**src/rtl/pc_redirect_unit.sv**
```systemverilog
// PC register and fetch-redirect controller: steers fetch from EX-stage redirects,
// holds under stalls/memory wait, buffers redirects during busy memory, drives flushes.
module pc_redirect_unit #(
   parameter logic [31:0] RESET_PC = 32'h0000_0000,
   parameter int unsigned CNT_W    = 16
) (
   input  logic             CLK,
   input  logic             RESET,
   input  logic             branch_jump_mux_signal,
   input  logic [31:0]      Branch_jump_PC_OUT,
   input  logic             stall,
   input  logic             imem_busy,
   output logic [31:0]      PC,
   output logic [31:0]      PC_PLUS_4,
   output logic             if_id_flush,
   output logic             id_ex_flush,
   output logic             redirect_pending,
   output logic             misaligned_target,
   output logic [CNT_W-1:0] redirect_count
);

   typedef enum logic {RUN, PEND} state_t;

   state_t             state_q, state_d;
   logic [31:0]        pc_q, pc_d;
   logic [31:0]        pend_q, pend_d;
   logic               mis_q, mis_d;
   logic [CNT_W-1:0]   cnt_q, cnt_d;

   function automatic logic [31:0] word_align(input logic [31:0] addr);
      return {addr[31:2], 2'b00};
   endfunction

   always_ff @(posedge CLK) begin
      if (RESET) begin
         state_q <= RUN;
         pc_q    <= RESET_PC;
         pend_q  <= '0;
         mis_q   <= 1'b0;
         cnt_q   <= '0;
      end else begin
         state_q <= state_d;
         pc_q    <= pc_d;
         pend_q  <= pend_d;
         mis_q   <= mis_d;
         cnt_q   <= cnt_d;
      end
   end

   always_comb begin
      state_d = state_q;
      pc_d    = pc_q;
      pend_d  = pend_q;
      mis_d   = 1'b0;
      cnt_d   = cnt_q;

      // Every accepted redirect counts and reports misalignment, whatever its destination.
      if (branch_jump_mux_signal) begin
         cnt_d = cnt_q + 1'b1;
         mis_d = |Branch_jump_PC_OUT[1:0];
      end

      unique case (state_q)
         RUN: begin
            if (branch_jump_mux_signal) begin
               if (imem_busy) begin
                  pend_d  = Branch_jump_PC_OUT;
                  state_d = PEND;
               end else begin
                  pc_d = word_align(Branch_jump_PC_OUT);
               end
            end else if (!stall && !imem_busy) begin
               pc_d = pc_q + 32'd4;
            end
         end
         PEND: begin
            if (branch_jump_mux_signal) begin
               pend_d = Branch_jump_PC_OUT;
            end
            // The newest target wins even when it lands on the release cycle.
            if (!imem_busy) begin
               pc_d    = branch_jump_mux_signal ? word_align(Branch_jump_PC_OUT)
                                                : word_align(pend_q);
               state_d = RUN;
            end
         end
         default: state_d = RUN;
      endcase
   end

   assign PC                = pc_q;
   assign PC_PLUS_4         = pc_q + 32'd4;
   assign redirect_pending  = (state_q == PEND);
   assign if_id_flush       = branch_jump_mux_signal | (state_q == PEND);
   assign id_ex_flush       = branch_jump_mux_signal;
   assign misaligned_target = mis_q;
   assign redirect_count    = cnt_q;

endmodule

```
**config.mk**
```make
export PLATFORM = sky130hd
export DESIGN_NAME = pc_redirect_unit
export DESIGN_NICKNAME = d
export VERILOG_FILES = /design/src/rtl/pc_redirect_unit.sv
export SDC_FILE = /design/constraint.sdc
export NUM_CORES = 1
export LEC_CHECK = 0
export CAP_MARGIN = 25
export CORE_ASPECT_RATIO = 1.5
export CORE_MARGIN = 10
export CORE_UTILIZATION = 52
export DETAILED_ROUTE_END_ITERATION = 8
export GPL_ROUTABILITY_DRIVEN = 1
export GPL_TIMING_DRIVEN = 1
export HOLD_SLACK_MARGIN = 0.12
export PLACE_DENSITY = 0.86
export SKIP_CTS_REPAIR_TIMING = 1
export SLEW_MARGIN = 20
export SYNTH_ARGS = -nofsm -noshare
export SYNTH_HDL_FRONTEND = slang
export SYNTH_SLANG_ARGS = --single-unit
```
**constraint.sdc**
```tcl
create_clock -name CLK -period 7 [get_ports CLK]
set_input_delay 2.1 -clock CLK [delete_from_list [all_inputs] [get_ports CLK]]
set_output_delay 2.1 -clock CLK [all_outputs]
set_load 0.05 [all_outputs]
```
After elaboration in Yosys (flattened, before gate mapping)

Index checks and enable logic that the tools add are counted.

Bits in registers: 82
Latch bits: 0
RAM bits: 0
Memory bits (read-only): 0
Word-level logic and storage cells: 36
Memories kept: 0

$add $sub $neg: 2
$mul: 0
Divide/modulo/power cells: 0
Magnitude comparators: 0
Equality and inequality tests: 6
Shift-type cells: 0
Mux-type cells: 13
Bitwise logic cells: 3
Reductions and logical operators: 7

Operators with widths:

| kind                                                            | count |
|---|---|
| 32-bit 2-to-1 mux                                               | 8 |
| 32-bit one-hot mux with 2 select lines                          | 2 |
| 32-bit by 3-bit adder with 32-bit output, second input constant | 1 |
| 16-bit by 1-bit adder with 16-bit output, second input constant | 1 |
| 2-bit != test, second input constant                            | 4 |
| 3-bit != test, second input constant                            | 2 |
| 3-bit AND reduction                                             | 2 |
| 2-bit OR reduction                                              | 2 |
| 1-bit zero test                                                 | 2 |
| 1-bit 2-to-1 mux                                                | 2 |
| 1-bit NOT                                                       | 2 |
| 1-bit one-hot mux with 2 select lines                           | 1 |
| 1-bit logical AND                                               | 1 |
| 1-bit OR                                                        | 1 |

Logic depth before layout (Yosys ltp)

Depth after elaboration: 5
Gate-level depth with buffers: 8

Least setup slack after synthesis

OpenSTA, ideal clock, no wires.

Path kind: input to output
From: in branch_jump_mux_signal
To: out if_id_flush
Data arrival time: 3.188 ns
Data required time: 4.900 ns
Slack: 1.712 ns
Cell stages on the path: 4
Buffers on the path: 2
Cells stage by stage: clkbuf_1 nor2_1 inv_1 clkbuf_1

Cells in the longest elaborated chain, start to end: 1

Ends and longest elaborated chain:

| element     | RTL line | RTL |
|---|---|---|
| from (decl) | 9        | `input logic branch_jump_mux_signal,` |
| 1-bit OR    | 94       | `assign if_id_flush = branch_jump_mux_signal \| (state_q == PEND);` |
| to (decl)   | 15       | `output logic if_id_flush,` |

Every way passes these cells.

Worst setup path in the final report

From: reg pc_q[4] (netlist: PC[4])
To: out PC_PLUS_4[29]

Cells in the longest elaborated chain, start to end: 1

Ends and longest elaborated chain:

| element                                  | RTL line | RTL |
|---|---|---|
| from (decl)                              | 25       | `logic [31:0] pc_q, pc_d;` |
| from (signal assigned)                   | 43       | `pc_q <= pc_d;` |
| 32-bit by 3-bit adder with 32-bit output | 92       | `assign PC_PLUS_4 = pc_q + 32'd4;` |
| to (decl)                                | 14       | `output logic [31:0] PC_PLUS_4,` |

Every way passes these cells.

==> reports/metrics.cfg <==
[run_status]
status=finished, final reports clean

[clocking]
clock-sinks=78
clock_latency_ns=0.34
htreeDepth=3
clk_pin_slew_ns=0.06
clockRootBuffer=clkbuf_16
cts_tree=built
clockBufferDepth=2
cts_buffers=9

[sta]
hold_viol_final=0
rsz0062_at_grt=no
fin_skew_ns=0.007003
setup_ws_ns=1.580
max_freq_mhz=184.5
tightest_slew_ns=0.9180
period_needed_ns=5.420
setup_viol=0
drv_slew=0
slew_headroom_pct=38.80
timing.final.crit_share_pct=77.43
setup-tns-final_ns=0

[worst_setup_path]
cp_data_required_time_ns=4.90
cp-start-kind=register
path_class=register to output pin
arrival_ns=3.32
r2r_end=PC[25]
r2r_slack_ns=4.24
rr_worst_depth=8
crit_path_max_fanout=8
worstSetupEndpointType=output pin
r2r_start=redirect_pending

[routing]
viasPerCell=6.058
final_antenna_net_count=0
wl_per_cell_um=19.02
drt-total-wl_mm=15.14
first_iter_violations=443
post-route-drc-count=0
firstDrtPassIters=5
vias=4822

[global_routing]
grt_pass1_vias=4624
grt_use_total_pct=23.17
grt_first_pass_wirelength_mm=23.63
gr-total-overflow=0
grt_max_degree=61
antenna_found_initial=0

[yosys]
synth_top_area_share_pct=35.61
syn-mean-instance-area_um2=7.383
yosysSeqAreaShare_pct=35.61
ys_async_sr_fraction_pct=0
synthFlopType=dfxtp_1
synth_area_mm2=0.004385
synth_seq_cells=78
synth_top_area_cell=dfxtp_1
synth_edf_count=0
syn-instance-count=594
yosysWarnings=0
netlist_top_cells_area=dfxtp_1 (36%), nand2_1 (11%), a21oi_1 (7.5%), o21ai_0 (4.1%), xnor2_1 (4.0%)
synthDistinctLibCells=56

[power_and_ir_drop]
p_per_area_mw_per_mm2=228.6
peakVddDrop_mv=0.1800
p_leak_nw=2.123
total_power_mw=1.353

[final_layout]
regArea_mm2=0.001562
fin_nets=723
antenna_cells=0
drive_above_1_share_pct=5.660
fill_cells=651
multi_input_area_mm2=0.002605
syn_to_final_growth_pct=34.92

[placement]
io_buffers=116
post-place-ws_ns=1.883
hpwl_mm=10.76
gp_congestion=0.9755

[floorplan]
die_h_um=132.5
pin_count=121
die_area_mm2=0.01258
row_count=41
die_w_um=94.98
core-area_mm2=0.008310
initial_utilization_pct=52.77

[worst_hold_path]
hold_path.class=register to register
whs_endpoint=pend_q[6]
min_delay_path_depth=2
hp-start=pend_q[6]

[run]
cap_violations=0

==> layout by cell type (no fill, tap or decap), types with 9 or more instances in the layout <==
cell type	netlist	routed
nand3_1	13	13
xor2_1	18	18
and3_1	14	14
o21ai_0	36	35
inv_1	12	12
dfxtp_1	78	78
buf_4	5	9
nand2_1	123	123
xnor2_1	20	20
nor2_1	38	37
o211ai_1	11	11
clkdlybuf4s50_1	0	113
nand4_1	15	15
a21oi_1	66	66
nor4_1	10	10
clkbuf_16	0	9
==> per-layer routing <==
metal  vias to the layer above  track usage [%]  part of all wire, %
li1                       2267                -                    -
met1                      2276            24.68                   37
met2                       229            40.43                   51
met3                        50            6.512                  7.9
met4                         0            10.77                  3.7
met5                         -                0                    0
==> final cells by class <==
cell class                      instances  area share, %
Clock buffer                           10          3.870
Clock inverter                          6          2.263
Inverter                               12         0.7613
Multi-Input combinational cell        459          44.03
Sequential cell                        78          26.39
Tap cell                              107          2.263
Timing Repair Buffer                  124          20.43
==> report_power, final <==
group / internal (mW) / leakage, nW / switching [mW]
combinational: 0.0975 / 1.31 / 0.188
clock: 0.385 / 0.177 / 0.188
sequential: 0.466 / 0.638 / 0.0285
total: 0.948 / 2.12 / 0.405
==> state kept, by name, summed over array words and instances (netlist names) <==
register / count
PC: 30
pend_q: 30
redirect_count: 16
misaligned_target: 1
redirect_pending: 1
==> through the flow <==
stage,hold WS (ns),area [um2],cells,util [%]
after global placement,0.4378,5542,780,66.68
after detailed placement,0.4464,5554,780,66.83
after floorplan,0.4312,4397,597,-
final,0.4516,5917,796,71.20
after global routing,0.4798,5917,796,71.20
after CTS,0.4544,5917,796,71.20
==> how the worst max path moves through the flow <==
| stage | startpoint | endpoint | slack (ns) |
|---|---|---|---|
| after floorplan | branch_jump_mux_signal | if_id_flush | 1.71 |
| after CTS | PC[4] | PC_PLUS_4[29] | 1.62 |
| final | PC[4] | PC_PLUS_4[29] | 1.58 |
| after global routing | PC[4] | PC_PLUS_4[29] | 1.42 |
| after global placement | branch_jump_mux_signal | id_ex_flush | 1.90 |
| after detailed placement | branch_jump_mux_signal | id_ex_flush | 1.88 |
==> cells in the mapped netlist, types with 6 or more instances <==
cell / instances
o21ai_0: 36
nand2_1: 123
nor2_1: 38
and3_1: 14
a31oi_1: 6
inv_1: 12
xor2_1: 18
nand3_1: 13
clkbuf_1: 37
o211ai_1: 11
a21oi_1: 66
nor4_1: 10
nand4_1: 15
nor3_1: 8
mux2i_1: 6
a32o_1: 6
xnor2_1: 20
dfxtp_1: 78
==> kinds of logic after synthesis <==
logic type	synth area share (%)
compound gates	21.71
flops	35.61
fa+ha+maj	0.5705
buf+inv	5.678
simple gates	26.88
xor+xnor	7.589
other cells	0.08551
mux	1.883
==> critical path: stages (launching register included) <==
cell and delay, ns:
dfxtp_1 0.47, nand4_1 0.30, nor4_2 0.71, and4_1 0.42, nand2_1 0.11, xnor2_1 0.15, clkdlybuf4s50_1 0.82
(Power assumes the default switching activity.)
==> variant (same flow settings) <==
The parameter `CNT_W` goes from 16 to 32.
--- a/src/rtl/pc_redirect_unit.sv
+++ b/src/rtl/pc_redirect_unit.sv
@@ -3,5 +3,5 @@
 module pc_redirect_unit #(
    parameter logic [31:0] RESET_PC = 32'h0000_0000,
-   parameter int unsigned CNT_W    = 16
+   parameter int unsigned CNT_W    = 32
 ) (
    input  logic             CLK,
Interface: changed (resized redirect_count); port bits go from 121 to 137. The function was not compared with the original's and may differ.
==> variant against the unedited design <==
  * Worst setup slack got worse by 83 ps
  * Routed wire length increased by 7.5%
  * Sequential cell count increased by 16
  * Core utilization decreased by 1.2 points
  * Critical endpoint is now id_ex_flush
  * Count of clock-buffer cells in the layout unchanged
  * Synthesized area increased by 18%
  * Final area increased by 15%
  * Total power increased by 7.1%
==> variant: results (changes against the unedited design) <==
stage;metric;value;unit;change
routing;m1WireLength;5890;µm;+4.8%
routing;first_pass_iters;7;;+2
routing;via_per_inst;6.06;;about the same
worst_setup_path;startpoint;branch_jump_mux_signal;;
final_layout;fillers;773;;+19%
worst_setup_path;r2r_setup_slack;4040;ps;-200 ps
global_routing;grt_pass1_vias;5279;;+14%
global_routing;grtUsageMet3;7.15;%;+0.63 points
global_routing;met1_usage;23.6;%;-1.1 points
clocking;clockBufferDepth;2;;unchanged
worst_setup_path;arrival;3400;ps;+80 ps
final_layout;buffers;138;;+11%
routing;route.met2.wl;8040;µm;+3.5%
die;rows;44;;+7.3%
logic_synthesis;ys_types;63;;+13%
routing;dr.first_iter.drc_count;502;;+13%
place;numPlacedInstances;858;;+10%
power_and_ir_drop;p_leak;0.00238;µW;+12%
final_layout;nNetsFinal;793;;+9.7%
global_routing;track_usage;22.0;%;-1.1 points
place;dp_hpwl;11800;µm;+9.9%
timing;timing.hold.ws;455;ps;+3.21 ps
logic_synthesis;synth_commonest_cells;101 x nand2_1, 94 x dfxtp_1, 70 x nor2_1, 55 x a21oi_1, 37 x xnor2_1;;
min_path;min_to;pend_q[26];;
final_layout;instances_no_fill;874;;+9.8%
final_layout;inverters;10;;-2
final_layout;stdcell_area;6780;µm²;+15%
timing;slew_headroom;32.3;%;-6.5 points
clocking;cts_sinks;94;;+21%
power_and_ir_drop;combPwrFrac;21.6;%;+0.5 points
logic_synthesis;syn-mean-instance-area;7.91;µm²;+7.1%
worst_setup_path;r2r_cells;7;;-1
worst_setup_path;critPathTopFamily;buffers and inverters;;
logic_synthesis;yosys-top-cells-area;dfxtp_1 36%, nand2_1 7.3%, xnor2_1 6.3%, a21oi_1 5.3%, nor2_1 5.1%;;
routing;wl_met3;1520;µm;+27%
global_routing;grt_start_max_net_pins;99;;+62%
routing;avgRoutedWirePerCell;18.6;µm;-2.1%
min_path;min_from;pend_q[26];;
timing;min_period;5500;ps;+83.2 ps
logic_synthesis;ys_seq_area_share;36.4;%;+0.84 points
place;portBuffers;132;;+14%
final_layout;multi_input_cells;501;;+9.2%
final_layout;multi_input_area_share;44.5;%;+0.43 points
timing;finClkSkew;5.42;ps;-1.58 ps
final_layout;clock_area_share;4.91;%;-1.2 points
final_layout;final-nonclk-buf-share;20.2;%;-0.23 points
place;postPlaceCellArea;6440;µm²;+16%
final_layout;drive_gt1_share;7.38;%;+1.7 points
power_and_ir_drop;sw_frac_of_total;31.4;%;+1.5 points
power_and_ir_drop;p_clk;542;µW;-5.2%
outcome;outcome;finished clean;;
place;gp_congestion;0.910;;-6.7%
power_and_ir_drop;vdd_drop_max;148;µV;-18%
worst_setup_path;cp_slowest_stage_delay;530;ps;-290 ps
global_routing;grt_pass1_wl;26300;µm;+11%
worst_setup_path;crit_end;id_ex_flush;;
power_and_ir_drop;p_comb;314;µW;+9.8%
worst_setup_path;startpoint_type;primary input;;
## variant: cell types whose count changed in the layout (fill, tap and decap cells not counted), sizes merged, moves of 7 or more
| cell | change |
|---|---|
| a211o | +7 |
| a21oi | -10 |
| clkdlybuf4s50 | +16 |
| dfxtp | +16 |
| nand2 | -21 |
| nand3 | +16 |
| nor2 | +33 |
| nor3 | +9 |
| o21ai | -21 |
| o311ai | +8 |
| xnor2 | +17 |
## variant: logic make-up (layout without fill, tap and decap cells)
kind of cell / Yosys count / after routing / share of synthesized area, %
AND/OR/NAND/NOR: 298 / 298 / 29.5
AO/OA/AOI/OAI: 131 / 131 / 16.5
adder cells (fa/ha/maj): 2 / 2 / 0.485
buffers and inverters: 61 / 164 / 5.55
other: 1 / 4 / 0.0726
multiplexers: 8 / 8 / 1.60
flip-flops: 94 / 94 / 36.4
XOR/XNOR: 58 / 58 / 9.84
